**src/rtl/voting_pkg.sv**
```systemverilog
// voting_pkg: shared constants for the five-voter majority voter
//   N_VOTERS          number of 1-bit votes
//   CNT_W             width of the vote count (0..5)
//   DEFAULT_THRESHOLD strict majority of five
package voting_pkg;
  localparam int N_VOTERS = 5;
  localparam int CNT_W = 3;
  localparam int DEFAULT_THRESHOLD = 3;
endpackage

```
**src/rtl/voting_m_popcount5.sv**
```systemverilog
// popcount5: combinational count of ones in a 5-bit vector
//   in_i  [4:0] votes
//   cnt_o [2:0] number of ones, 0..5
module popcount5
  import voting_pkg::*;
(
  input  logic [N_VOTERS-1:0] in_i,
  output logic [CNT_W-1:0]    cnt_o
);
  logic s1, c1, c2;
  // first full adder folds in[4:2]; second folds in[1:0] with that sum;
  // the two weight-2 carries meet in a half adder for bits 1 and 2
  always_comb begin
    s1 = in_i[4] ^ in_i[3] ^ in_i[2];
    c1 = (in_i[4] & in_i[3]) | (in_i[2] & (in_i[4] ^ in_i[3]));
    c2 = (in_i[1] & in_i[0]) | (s1 & (in_i[1] ^ in_i[0]));
    cnt_o = {c1 & c2, c1 ^ c2, in_i[1] ^ in_i[0] ^ s1};
  end
endmodule

```
**src/rtl/voting_m.sv**
```systemverilog
// voting_m: registered five-voter threshold voter
//   clk        rising-edge clock
//   rst_n      synchronous active-low clear of all outputs
//   A..E       votes, 1 = yes
//   F          registered (count >= THRESHOLD)
//   vote_cnt   registered number of yes votes
//   unanimous  registered flag, all votes equal
module voting_m
  import voting_pkg::*;
#(
  parameter int THRESHOLD = DEFAULT_THRESHOLD
) (
  input  logic             clk,
  input  logic             rst_n,
  input  logic             A,
  input  logic             B,
  input  logic             C,
  input  logic             D,
  input  logic             E,
  output logic             F,
  output logic [CNT_W-1:0] vote_cnt,
  output logic             unanimous
);
  localparam logic [CNT_W-1:0] THR = CNT_W'(THRESHOLD);
  localparam logic [CNT_W-1:0] ALL = CNT_W'(N_VOTERS);
  if (THRESHOLD < 1 || THRESHOLD > N_VOTERS) begin : g_bad_threshold
    $error("voting_m: THRESHOLD %0d outside 1..%0d", THRESHOLD, N_VOTERS);
  end
  logic [CNT_W-1:0] cnt_c, cnt_d, cnt_q;
  logic             f_d, f_q, unan_d, unan_q;
  popcount5 u_pop (.in_i({A, B, C, D, E}), .cnt_o(cnt_c));
  always_comb begin
    cnt_d  = rst_n ? cnt_c : '0;
    f_d    = rst_n && (cnt_c >= THR);
    unan_d = rst_n && (cnt_c == '0 || cnt_c == ALL);
  end
  always_ff @(posedge clk) begin
    cnt_q  <= cnt_d;
    f_q    <= f_d;
    unan_q <= unan_d;
  end
  assign F         = f_q;
  assign vote_cnt  = cnt_q;
  assign unanimous = unan_q;
endmodule

```
**config.mk**
```make
export PLATFORM = sky130hd
export DESIGN_NAME = voting_m
export DESIGN_NICKNAME = d
export VERILOG_FILES = /design/src/rtl/voting_pkg.sv /design/src/rtl/voting_m_popcount5.sv /design/src/rtl/voting_m.sv
export SDC_FILE = /design/constraint.sdc
export NUM_CORES = 1
export LEC_CHECK = 0
export CAP_MARGIN = 20
export CELL_PAD_IN_SITES_DETAIL_PLACEMENT = 0
export CELL_PAD_IN_SITES_GLOBAL_PLACEMENT = 1
export CORE_AREA = 4 4 41 43
export DETAILED_ROUTE_END_ITERATION = 12
export DIE_AREA = 0 0 45 47
export PLACE_DENSITY = 0.49
export SKIP_LAST_GASP = 1
export SLEW_MARGIN = 5
export SYNTH_ARGS = -nofsm -noshare
export SYNTH_HDL_FRONTEND = slang
export SYNTH_SLANG_ARGS = --single-unit
```
**constraint.sdc**
```tcl
create_clock -name clk -period 3.2 [get_ports clk]
set_clock_uncertainty 0.05 [all_clocks]
set_input_delay 0.64 -clock clk [delete_from_list [all_inputs] [get_ports clk]]
set_output_delay 0.64 -clock clk [all_outputs]
set_load 0.01 [all_outputs]
```
Word-level counts from Yosys, hierarchy flattened
Index checks and enable logic that the tools add are counted.
W data, S select, Z words.
{ "totals": {"register_bits": 5, "in_bits": 7, "out_inout_bits": 5, "word_cells": 21} }
{ "op_classes": {"magnitude_cmp": 1, "eq_ne": 1, "n_bitwise": 12, "reduce_logical": 4} }
{ "op_table": {"columns": ["cell", "count"], "rows": [
  ["$and A1 B1 Y1", 5],
  ["$xor A1 B1 Y1", 5],
  ["$eq A3 B3 Y1 const B", 1],
  ["$ge A3 B2 Y1 const B", 1],
  ["$logic_not A3 Y1", 1],
  ["$logic_and A1 B1 Y1", 2],
  ["$or A1 B1 Y1", 2],
  ["$logic_or A1 B1 Y1", 1]
]} }

Longest topological paths before layout
Gate-level depths: netlist of run 1.
{ "logic_depth": {"depth_word": 8, "mapped_depth": 5} }

Cells and area by module
From an unflattened synthesis of run 1, not the netlist that was laid out.
{ "unflattened": {"hier_cells": 15, "hier_area_um2": 205.2} }
{ "by_module_without_submodules": {"columns": ["mod", "n_inst", "cells_each", "area_per_inst_um2"], "rows": [
  ["voting_m", 1, 12, 152.6],
  ["popcount5", 1, 3, 52.6]
]} }

Worst setup path before layout of run 1
OpenSTA, ideal clock, no wires.
{ "synth_timing": {"path_kind": "input-to-reg", "startpoint": "input A", "endpoint": "register f_q (netlist: F)", "setup_time_ns": 0.115, "t_arrival_ns": 1.980, "setup_slack_ns": 1.055, "stages": 5, "n_path_buf": 0, "path_cell_list": "fa_1 fa_1 ha_1 a21oi_1 nor2b_1"} }
{ "synth_via": {"elab_chain_len": 7, "elab_cells_between_ends": 12, "cone_classes": "order compare (1); bitwise (10); reduce/logical (1)"} }
{ "synth_lines": {"columns": ["item", "line_no", "text"], "rows": [
  ["start, declared", "voting_m.sv:15", "input logic A,"],
  ["$xor A1 B1 Y1", "voting_m_popcount5.sv:14, voting_m_popcount5.sv:15", null],
  ["$xor A1 B1 Y1", "voting_m_popcount5.sv:14", "s1 = in_i[4] ^ in_i[3] ^ in_i[2];"],
  ["$and A1 B1 Y1", "voting_m_popcount5.sv:16", "c2 = (in_i[1] & in_i[0]) | (s1 & (in_i[1] ^ in_i[0]));"],
  ["$or A1 B1 Y1", "voting_m_popcount5.sv:16", null],
  ["$xor A1 B1 Y1 (*)", "voting_m_popcount5.sv:17", "cnt_o = {c1 & c2, c1 ^ c2, in_i[1] ^ in_i[0] ^ s1};"],
  ["net cnt_c[1]", "voting_m.sv:29", "logic [CNT_W-1:0] cnt_c, cnt_d, cnt_q;"],
  ["$ge A3 B2 Y1 (*)", "voting_m.sv:34", "f_d = rst_n && (cnt_c >= THR);"],
  ["$logic_and A1 B1 Y1 (*)", "voting_m.sv:34", null],
  ["net f_d", "voting_m.sv:30", "logic f_d, f_q, unan_d, unan_q;"],
  ["end signal, assigned", "voting_m.sv:39", "f_q <= f_d;"],
  ["end, declared", "voting_m.sv:30", null]
]} }
The timed path passes the listed nets; every way through them passes the cells marked *.
A chain may end at the register's enable or synchronous reset.

Final worst setup path of run 1
Same ends and word-level chain as after synthesis.

==> out/qor.csv, run 1 <==
metric,value,unit
power,0.201,mW
setup_tns,0,ps
cp.arrival,2490,ps
hold_buffers,0,
path_common_cell,fa_1,
antenna_found_initial,0,
yosys_most_used_dff,dfxtp_1,
cp.required,3280,ps
start_util,0.158,
yosysSeqAreaShare,0.488,
cap_viol_max_count,0,
num_rows,13,
dp_hpwl,324,um
synth_seq_cells,5,
drive_gt1_frac,0.167,
ir_drop,0.0000888,V
power.density,557,nW/um^2
area_growth_syn_to_layout,75.6,%
post_cts_resized,0,
relSlewSlack,0.896,
slew_viol_final,0,
tightest_slew,155,ps
synth-warning-count,0,
setup_viol,0,
grt_overflow,0,
core_area,1300,sq um
crit_family,adder cells,
wl_per_cell,8.53,um
leakage,0.141,nW
synth_top_area_share,0.488,
synth.cell_area,205,sq um
htreeDepth,1,
cts_tree,done,
min_period,2410,ps
slowest_stage,fa_1,
synthTopCellsByArea,"dfxtp_1 (49%), fa_1 (20%), and2_1 (6.1%), ha_1 (6.1%), nor3b_2 (6.1%)",
fmax,415,MHz
hold_path_class,in2reg,
path_class,in2reg,
rsz0062_at_grt,false,
yosysTopAreaCell,dfxtp_1,
critPathMaxFanout,3,
setup_ws,793,ps
async_flop_share,0,
io_pins,12,
gp_congestion,0.544,
cp-end-kind,register,
crit_buf_inv,1,
nNetsFinal,41,
wirelength,384,um
cp-start-kind,input port,
avgViaCountPerCell,3.78,
cts_buffers,3,
post-cts-setup-buffers,0,
cp.depth,6,
final_antenna_net_count,0,
hold_slack,995,ps
track_usage,0.0515,
setup.worst_path.end,F$_DFF_P_,
cpPeakStageDelay,490,ps
remaining_drc_errors,0,
status,"finished, final reports clean",
drt_iter0_markers,0,
die_area,2120,sq um
drtPass1Iterations,1,
ys_types,9,
hold_viol_final,0,
worstSetupStartpoint,A,
final_util,0.277,
cts_sinks,5,
diodes,0,
synth_edf_count,0,
path_cells,"clkdlybuf4s50_1, fa_1, fa_1, ha_1, a21oi_1, nor2b_1",
syn_inst,15,
num_vias,170,
fin_crit_sh,0.752,
fp.dieH,47,um
grt_pass1_wl,579,um
io_buffers,11,
chipWidth,45,um
clock_path_buffers,2,
path_clk_slew,40,ps
grt_max_degree,6,
synth_common_cells,"dfxtp_1 (5), and2_1 (2), fa_1 (2)",
syn_area_per_cell,13.7,sq um
root_buffer,clkbuf_4,
place_worst_setup_slack,537,ps
grt_pass1_vias,151,
yosysMostFrequentCell,dfxtp_1,
synthesis.nets,25,
-- stage by stage --
| stage | instances | cell area [sq um] |
|---|---|---|
| 2_1_floorplan | 15 | 205 |
| 5_1_grt | 45 | 360 |
| 3_3_place_gp | 41 | 334 |
| 3_5_place_dp | 41 | 334 |
| 4_1_cts | 45 | 360 |
| 6_report | 45 | 360 |
-- placed cells by master, fill, tap and decap left out, drive strengths merged --
cell and instances:
a21oi 1, and2 3, clkbuf 4, clkdlybuf4s50 11, dfxtp 5, fa 2, ha 1, nor2b 1
nor3b 1, xor2 1
-- registers in the layout, indices dropped and copies added, names as in the netlist --
signal / cells
vote_cnt: 3
F: 1
unanimous: 1
-- routing by layer --
layer / wire length (um) / up-vias / track usage / share of wire
met5: 0 / - / 0 / 0
met1: 117 / 76 / 0.0297 / 0.30
met4: 50 / 0 / 0.140 / 0.13
met3: 50 / 4 / 0.0115 / 0.13
met2: 165 / 13 / 0.0706 / 0.43
li1: - / 77 / - / -
-- final cells by class --
cell class	instances	area, sq um
multi-input cells	10	105
well taps	15	18.8
flip-flops and latches	5	100
fillers	151	941
repair buffers	11	110
clock buffers	4	26.3
-- kinds of logic (layout without fill, tap and decap cells) --
kind of cell | after synthesis | count (layout) | share of synthesized area
AOI/OAI and AO/OA | 1 | 1 | 0.0244
and+or+nand+nor | 5 | 5 | 0.189
DFF | 5 | 5 | 0.488
xor gates and xnor gates | 1 | 1 | 0.0427
buffers and inverters | 0 | 15 | 0
adders and majority gates | 3 | 3 | 0.256
-- worst min path at each step --
stage | cells after the start | from | to | slack (ps)
final | 2 | rst_n | F$_DFF_P_ | 990
after global routing | 2 | rst_n | F$_DFF_P_ | 1010
after CTS | 2 | rst_n | F$_DFF_P_ | 990
after detailed placement | 2 | rst_n | F$_DFF_P_ | 1250
after global placement | 2 | rst_n | F$_DFF_P_ | 1250
after floorplan | 1 | rst_n | vote_cnt[1]$_SDFF_PN0_ | 720
-- where the power goes --
group          total (mW)  switching [mW]  leakage, nW  internal, mW
sequential         0.0729         0.00187       0.0414        0.0711
clock              0.0730          0.0259       0.0150        0.0471
combinational      0.0549          0.0215       0.0842        0.0334
total               0.201          0.0492        0.141         0.152
Power figures use the tool's default switching activity.
==> inputs of run 2 (changes only) <==
- PLACE_DENSITY: 0.49 -> 0.51
- clock period: 3.2 -> 2.1 ns (I/O delays scaled with it)
==> run 2 against run 1 <==
Final area grew 6.2%. Sequential power grew 52%. Cell count is the same. Power grew 54%. Sequential share of layout area shrank 1.6 points. Die area is the same. Wire length shrank 3.9%. First-iteration DRC count is the same. Sequential cell count is the same. Clock-buffer cell count is the same. Setup slack lost 530 ps. Critical path depth is the same. Critical endpoint is now unanimous$_DFF_P_. Largest cell class is now multi-input gates. Largest power group is now sequential cells.
==> out/qor.csv, run 2 (same netlist as run 1, synthesis figures left out) <==
metric,value,unit
tightest_slew,156,ps
hold_slack,685,ps
area_growth_syn_to_layout,86.6,%
setup_ws,268,ps
cts_sinks,5,
drive_gt1_frac,0.233,
fin_crit_sh,0.873,
post-cts-setup-buffers,0,
status,"finished, final reports clean",
layout_commonest_cell,clkdlybuf4s50_1,
fmax,546,MHz
cap_viol_max_count,0,
cts_buffers,3,
slew_viol_final,0,
track_usage,0.0444,
min_period,1830,ps
wl_per_cell,8.20,um
clockPowerShare,0.347,
num_rows,13,
io_pins,12,
chipWidth,45,um
htreeDepth,1,
rsz0062_at_grt,false,
grt_max_degree,6,
cp-end-kind,register,
fill_cells,152,
leakage,0.168,nW
power.density,810,nW/um^2
gp_congestion,0.643,
diodes,0,
finalInstanceArea,383,sq um
largest_register_ffs,3,
intPower,0.236,mW
grt_pass1_wl,558,um
ir_drop,0.000259,V
remaining_drc_errors,0,
combPwrFrac,0.295,
netSwitchingPower,0.0738,mW
final_cell_mix,"clkdlybuf4s50_1 (8), dfxtp_1 (5), clkbuf_4 (3), dlymetal6s2s_1 (3), and2_1 (2)",
drtPass1Iterations,1,
path_clk_slew,40,ps
hold_path_class,in2reg,
grt_overflow,0,
start_util,0.158,
p_seq_frac,0.358,
placed_cell_area,334,sq um
drt_iter0_markers,0,
io_buffers,11,
avgViaCountPerCell,3.47,
die_area,2120,sq um
hold_buffers,0,
grt_pass1_vias,179,
multi_input_area,120,sq um
swShare,0.238,
critPathMaxFanout,3,
setup_viol,0,
nNetsFinal,41,
cp-start-kind,input port,
num_vias,156,
clock_path_buffers,2,
final-seq-area,100,sq um
final_antenna_net_count,0,
core_area,1300,sq um
fp.dieH,47,um
wirelength,369,um
hold_viol_final,0,
antenna_found_initial,0,
relSlewSlack,0.896,
place_worst_setup_slack,-342,ps
cp.required,2220,ps
path_class,in2reg,
root_buffer,clkbuf_4,
cp.arrival,1950,ps
cts_tree,done,
run 2: path summary, 6_finish.rpt:
path / cells past startpoint / to / startpoint
worst min-delay path: 4 / unanimous$_DFF_P_ / A
worst max-delay path: 6 / unanimous$_DFF_P_ / C
run 2: worst max-delay path: stages:
cell,delay [ps]
dlymetal6s2s_1,140
fa_1,500
fa_2,390
ha_4,180
xor2_1,160
nor3b_2,160
run 2: power groups by stage:
stage                     combinational [mW]  clock (mW)  sequential, mW
final                                 0.0915       0.108           0.111
after global routing                   0.101       0.119           0.112
after CTS                             0.0938       0.115           0.111
after detailed placement              0.0845           0           0.113
after global placement                0.0852           0           0.112
after floorplan                       0.0337           0           0.120
run 2: layer usage:
layer / vias to the layer above / GRT usage / routed length, um
li1: 77 / - / -
met1: 71 / 0.0275 / 131
met2: 8 / 0.0650 / 201
met3: 0 / 0.0115 / 36
met4: 0 / 0.105 / 0
met5: - / 0 / 0
run 2: area by class of cell:
type / instances / share of cell area
Sequential cell: 5 / 0.261
Timing Repair Buffer: 11 / 0.307
Clock buffer: 4 / 0.0686
Tap cell: 15 / 0.0490
Multi-Input combinational cell: 10 / 0.314
run 2: timing repair:
action,CTS,global route
pin swaps,1,5
setup endpoints to repair,3,2
resized for setup,2,3
run 2: through the flow:
| stage | setup TNS [ps] | util | power, mW | std cells |
|---|---|---|---|---|
| after floorplan | 0 | - | 0.154 | 15 |
| after global placement | -1230 | 0.257 | 0.198 | 41 |
| after detailed placement | -1230 | 0.257 | 0.198 | 41 |
| after CTS | 0 | 0.288 | 0.320 | 45 |
| after global routing | 0 | 0.294 | 0.332 | 45 |
| final | 0 | 0.294 | 0.310 | 45 |
